==> src/rtl/timer_pkg.sv <==
// Shared state encoding for the timer arbiter FSM.
// Optional abort behaviour is selected by TIMER_ARBITER_ABORT_EN in timer_arbiter.
package timer_pkg;

    localparam logic [1:0] IDLE = 2'd0;
    localparam logic [1:0] LOAD = 2'd1;
    localparam logic [1:0] RUN  = 2'd2;
    localparam logic [1:0] DONE = 2'd3;

    typedef enum logic [1:0] {
        ST_IDLE = IDLE,
        ST_LOAD = LOAD,
        ST_RUN  = RUN,
        ST_DONE = DONE
    } state_t;

endpackage

==> src/rtl/rr_priority_picker.sv <==
// Combinational round-robin picker: first requesting channel at or after pointer,
// wrapping modulo requesters.
module rr_priority_picker #(
    parameter int requesters = 4,
    parameter int ptr_width  = $clog2(requesters)
) (
    input  logic [requesters-1:0] request,
    input  logic [ptr_width-1:0]  pointer,
    output logic [requesters-1:0] pick,
    output logic                  valid
);

    logic [ptr_width-1:0] idx;

    // Walk offsets from farthest to nearest so the nearest requester wins.
    always_comb begin
        pick  = '0;
        valid = 1'b0;
        idx   = '0;
        for (int k = requesters - 1; k >= 0; k--) begin
            idx = ptr_width'((int'(pointer) + k) % requesters);
            if (request[idx]) begin
                pick      = '0;
                pick[idx] = 1'b1;
                valid     = 1'b1;
            end
        end
    end

endmodule

==> src/rtl/timer_arbiter.sv <==
// Round-robin arbiter that lends one shared interval timer to a single requester at a time.
// Define TIMER_ARBITER_ABORT_EN to let a granted channel abandon its interval by dropping request.
module timer_arbiter
    import timer_pkg::*;
#(
    parameter int requesters = 4,
    parameter int bitwidth   = 8
) (
    input  logic                           clock,
    input  logic                           reset_n,
    input  logic [requesters-1:0]          request,
    input  logic [requesters*bitwidth-1:0] duration,
    output logic [requesters-1:0]          grant,
    output logic                           busy,
    output logic [bitwidth-1:0]            value,
    output logic [requesters-1:0]          done
);

    localparam int PW = $clog2(requesters);

    state_t                  state_reg;
    logic [PW-1:0]           pointer_reg;
    logic [PW-1:0]           sel_reg;
    logic [requesters-1:0]   grant_reg;
    logic                    busy_reg;
    logic [requesters-1:0]   done_reg;
    logic [bitwidth-1:0]     value_reg;
    logic [bitwidth-1:0]     active_duration_reg;

    logic [requesters-1:0]   pick;
    logic                    pick_valid;
    logic [PW-1:0]           pick_idx;
    logic [PW-1:0]           next_ptr;
    logic [bitwidth-1:0]     dur_arr [requesters];

    genvar gi;
    generate
        for (gi = 0; gi < requesters; gi++) begin : g_dur
            assign dur_arr[gi] = duration[gi*bitwidth +: bitwidth];
        end
    endgenerate

    rr_priority_picker #(
        .requesters (requesters),
        .ptr_width  (PW)
    ) u_picker (
        .request (request),
        .pointer (pointer_reg),
        .pick    (pick),
        .valid   (pick_valid)
    );

    always_comb begin
        pick_idx = '0;
        for (int i = 0; i < requesters; i++) begin
            if (pick[i]) pick_idx = PW'(i);
        end
    end

    assign next_ptr = (sel_reg == PW'(requesters - 1)) ? '0 : sel_reg + PW'(1);

    always_ff @(posedge clock or negedge reset_n) begin
        if (!reset_n) begin
            state_reg           <= ST_IDLE;
            pointer_reg         <= '0;
            sel_reg             <= '0;
            grant_reg           <= '0;
            busy_reg            <= 1'b0;
            done_reg            <= '0;
            value_reg           <= '0;
            active_duration_reg <= '0;
        end else begin
            done_reg <= '0;
            case (state_reg)
                ST_IDLE: begin
                    if (pick_valid) begin
                        state_reg           <= ST_LOAD;
                        grant_reg           <= pick;
                        busy_reg            <= 1'b1;
                        sel_reg             <= pick_idx;
                        active_duration_reg <= dur_arr[pick_idx];
                        value_reg           <= '0;
                    end
                end
                ST_LOAD: begin
`ifdef TIMER_ARBITER_ABORT_EN
                    if (!request[sel_reg]) begin
                        state_reg   <= ST_IDLE;
                        grant_reg   <= '0;
                        busy_reg    <= 1'b0;
                        pointer_reg <= next_ptr;
                    end else
`endif
                    if (active_duration_reg == '0) begin
                        state_reg   <= ST_DONE;
                        done_reg    <= grant_reg;
                        pointer_reg <= next_ptr;
                    end else begin
                        state_reg <= ST_RUN;
                    end
                end
                ST_RUN: begin
`ifdef TIMER_ARBITER_ABORT_EN
                    if (!request[sel_reg]) begin
                        state_reg   <= ST_IDLE;
                        grant_reg   <= '0;
                        busy_reg    <= 1'b0;
                        pointer_reg <= next_ptr;
                    end else
`endif
                    begin
                        // value lands on active_duration exactly as DONE is entered
                        value_reg <= value_reg + bitwidth'(1);
                        if (value_reg == active_duration_reg - bitwidth'(1)) begin
                            state_reg   <= ST_DONE;
                            done_reg    <= grant_reg;
                            pointer_reg <= next_ptr;
                        end
                    end
                end
                ST_DONE: begin
                    state_reg <= ST_IDLE;
                    grant_reg <= '0;
                    busy_reg  <= 1'b0;
                end
                default: state_reg <= ST_IDLE;
            endcase
        end
    end

    assign grant = grant_reg;
    assign busy  = busy_reg;
    assign value = value_reg;
    assign done  = done_reg;

endmodule
==> config.mk <==
export PLATFORM = sky130hd
export DESIGN_NAME = timer_arbiter
export DESIGN_NICKNAME = d
export VERILOG_FILES = /design/src/rtl/timer_pkg.sv /design/src/rtl/rr_priority_picker.sv /design/src/rtl/timer_arbiter.sv
export SDC_FILE = /design/constraint.sdc
export NUM_CORES = 1
export LEC_CHECK = 0
export ABC_AREA = 1
export BUFFER_PORTS_ARGS = -buffer_cell sky130_fd_sc_hd__buf_4
export CAP_MARGIN = 0
export CELL_PAD_IN_SITES_DETAIL_PLACEMENT = 2
export CELL_PAD_IN_SITES_GLOBAL_PLACEMENT = 2
export CORE_MARGIN = 1
export CORE_UTILIZATION = 29
export CTS_BUF_LIST = sky130_fd_sc_hd__clkbuf_8 sky130_fd_sc_hd__clkbuf_16
export CTS_CLUSTER_SIZE = 12
export DETAILED_ROUTE_END_ITERATION = 16
export PLACE_DENSITY = 0.85
export SYNTH_ARGS = -nofsm -noshare
export SYNTH_HDL_FRONTEND = slang
export SYNTH_HIERARCHICAL = 1
export SYNTH_SLANG_ARGS = --single-unit
==> constraint.sdc <==
create_clock -name clock -period 3.63 [get_ports clock]
set_clock_uncertainty 0.15 [all_clocks]
set_input_delay 0.363 -clock clock [delete_from_list [all_inputs] [get_ports clock]]
set_output_delay 0.363 -clock clock [all_outputs]
set_load 0.01 [all_outputs]
==> results.md <==
- Placed insts: 493
- WL per Instance: 16.6 um
- RSZ-0062 raised after global routing: no
- Register bit count reported by yosys: 31
- Slew HR: between 50 and 60%
- Yosys cell types: 32
- Syn avg cell area: about 7.0 um^2
- CP endpoint kind: flip-flop
- Vias in the first global route: between 2000 and 3000
- Hold WC Path Type: in2reg
- Peak VDD IR: 0.333 mV
- Gate power share: 68.5%
- Syn nets: 393
- # DRC: 0
- Vias per cell: approximately 5.0
- Sequential area share after synthesis: about a third
- Post CTS Setup Buffer Count: 0
- ANT cells: 0
- TritonCTS clock tree: done
- Num CTS Buffers: 5
- First-pass GRT wire length: between 10000 and 15000 um
- Total GRT Usage: between 20 and 25%
- Peak Freq: 302 MHz
- Clock share of power: 10.2%
- WP data arrival: 3.31 ns
- Global route overflow: 0
- Post-Syn Instances: 340
- MaxCap Viol Count: 0
- Initial Util: approximately 30%
- Sequential fraction of design power: approximately a fifth
- Pin count of the biggest net entering global routing: 32
- RD Place Congestion: about 0.90
- Switching share of total power: 55.6%
- Die area: 8530 um^2
- Post-route antenna net violation count: 0
- Initial drt markers: 78
- Layout area overhead: 26.1%
- I/O pin total: 55
- Clk pin slew, worst setup/hold paths: 0.07 ns
- Power density cells: about 950 nW/um^2
- Critical setup path kind: reg2reg
- Final setup TNS: 0 ns
- Antenna violations before repair: 0
- Worst skew pair latency: 0.29 ns
- IO Port Bufs: 54
- Clock Tree Root: clkbuf_8
- Final wirelength: 8310 um
- Startpoint Class: flip-flop
- Crit path max fanout: 10
- Net switching power figure: 1.58 mW
- Post-Place Worst Slack: 0.347 ns
- Status: finished clean
- P_int: 1.26 mW
- Clock Sinks: 31
- Worst EP required: 3.62 ns
- Synth warnings: 6
- Worst slew pin tran: 0.656 ns
- Fin. max-slew vios: 0
- Nets@finish: 452
- # rows: 32
- Final Hold Vio Count: 0
- Worst setup margin: between 0.3 and 0.4 ns
- Finished Layout Cells: 501
- Post-DP HPWL: 6650 um
- Routed vias: 2497
- Final min period: between 3 and 4 ns
- Die Span Y: 92.4 um
- Crit share post-route: 91.3%
- Static Leak: approximately 1.6 nW
- Post-Synthesis Cell Area: 2370 um^2
- CTS HTree Levels: 2
- Drt first pass iters: 4
- Layout cell share with drive strength beyond 1: around a quarter
- Die Width: 92.4 um
- Clock Tree Buf Depth: 2
- Final setup fails: 0
- Core area: 7810 um^2
## critical path, stage by stage (launching register included)
cell and delay (ns):
dfrtp_1 0.54, inv_2 0.17, ha_1 0.37, inv_1 0.13, nand2_4 0.08, nand2_2 0.09
nand2_1 0.07, inv_1 0.05, nand2_1 0.04, nand2_1 0.05, nand2_1 0.23, a21oi_2 0.52
inv_1 0.28, o221ai_1 0.23, o221ai_1 0.16
## timing repair
action,in CTS,in global routing
hold endpoints to repair,31,0
hold buffers,1,0
resized for setup,0,0
## synthesized netlist by cell type
cell type / instances / share of area [%]
o21ai_0: 19 / 4.0
nand3_2: 4 / 1.7
nand3_1: 30 / 6.3
a21oi_1: 4 / 0.85
o21ai_4: 1 / 0.69
o211ai_1: 5 / 1.6
o221ai_1: 5 / 1.8
dfrtp_1: 31 / 33
xor2_1: 4 / 1.5
ha_1: 15 / 7.9
nor2_2: 3 / 0.79
nand4_1: 2 / 0.53
inv_2: 7 / 1.1
o21ai_1: 4 / 0.85
clkbuf_1: 1 / 0.16
or2_2: 1 / 0.26
a31oi_1: 1 / 0.26
nor3_2: 1 / 0.42
clkinv_1: 1 / 0.16
nor2_1: 38 / 6.0
nand2_4: 3 / 1.4
inv_1: 39 / 6.2
and2_4: 1 / 0.37
a21oi_2: 1 / 0.37
nand2_1: 90 / 14
nor3b_1: 1 / 0.32
o21a_1: 1 / 0.32
nor3_1: 3 / 0.63
buf_2: 3 / 0.63
o22ai_1: 6 / 1.6
nand2_2: 11 / 2.9
nand3b_1: 4 / 1.3
## worst paths after layout
| kind | start | endpoint | slack (ns) | cells past startpoint |
|---|---|---|---|---|
| worst min register to register | sel_reg[1]$_DFFE_PN0P_ | sel_reg[1]$_DFFE_PN0P_ | 0.39 | 2 |
| worst max register to register | pointer_reg[0]$_DFFE_PN0P_ | active_duration_reg[1]$_DFFE_PN0P_ | 0.32 | 14 |
| worst max-delay path | pointer_reg[0]$_DFFE_PN0P_ | active_duration_reg[1]$_DFFE_PN0P_ | 0.32 | 14 |
| min in group asynchronous | reset_n | value[3]$_DFFE_PN0P_ | 0.39 | 2 |
| max in group asynchronous | reset_n | active_duration_reg[0]$_DFFE_PN0P_ | 2.63 | 2 |
| worst min-delay path | duration[24] | active_duration_reg[0]$_DFFE_PN0P_ | 0.24 | 3 |
## routing by layer
metal  vias up  track usage [%]  share of wire (%)
li1       1214                -                  -
met1      1231             25.6                 45
met2        39             36.7                 51
met3        13             2.22                2.3
met4         0             7.29                2.1
met5         -                0                  0
## stage by stage
stage | utilization, % | area, um^2 | hold WS (ns) | power [mW]
2_1_floorplan | - | 2370 | -0.0826 | 1.95
3_3_place_gp | 37.0 | 2890 | 0.183 | 2.44
3_5_place_dp | 37.0 | 2890 | 0.188 | 2.56
4_1_cts | 38.3 | 2990 | 0.244 | 2.87
5_1_grt | 38.3 | 2990 | 0.267 | 3.14
6_report | 38.3 | 2990 | 0.244 | 2.83
## placed cells by master (no fill, tap or decap), types with 4 or more instances in the layout
master,instances
o221ai_1,5
inv_1,39
nand3b_1,4
clkbuf_8,6
ha_1,15
o22ai_1,6
nand3_2,4
xor2_1,4
nor2_1,38
dfrtp_1,31
o21ai_1,4
nand3_1,30
o211ai_1,5
o21ai_0,19
buf_4,55
nand2_1,90
a21oi_1,4
nand2_2,11
inv_2,7
## cell families after synthesis
group	count (synthesis)	share of synthesized area (%)
simple gates	192	37.2
flops	31	32.8
fa+ha+maj	15	7.92
xor+xnor	4	1.48
compound gates	47	12.4
buf+inv	51	8.24
## power groups by stage
stage | Clock, mW | Combinational (mW) | Sequential, mW
global placement | 0 | 1.84 | 0.601
floorplan | 0 | 1.37 | 0.576
finish | 0.289 | 1.94 | 0.603
detailed placement | 0 | 1.95 | 0.610
global route | 0.310 | 2.21 | 0.623
CTS | 0.298 | 1.97 | 0.606
## cell type report
type	count	area, um^2
Clock inverter	1	5.00
Fill cell	948	4820
Timing Repair Buffer	56	423
Inverter	47	176
Tap cell	102	128
Sequential cell	31	776
Clock buffer	6	82.6
Multi-Input combinational cell	258	1400
Note: power is estimated with default switching activity, not from simulation.
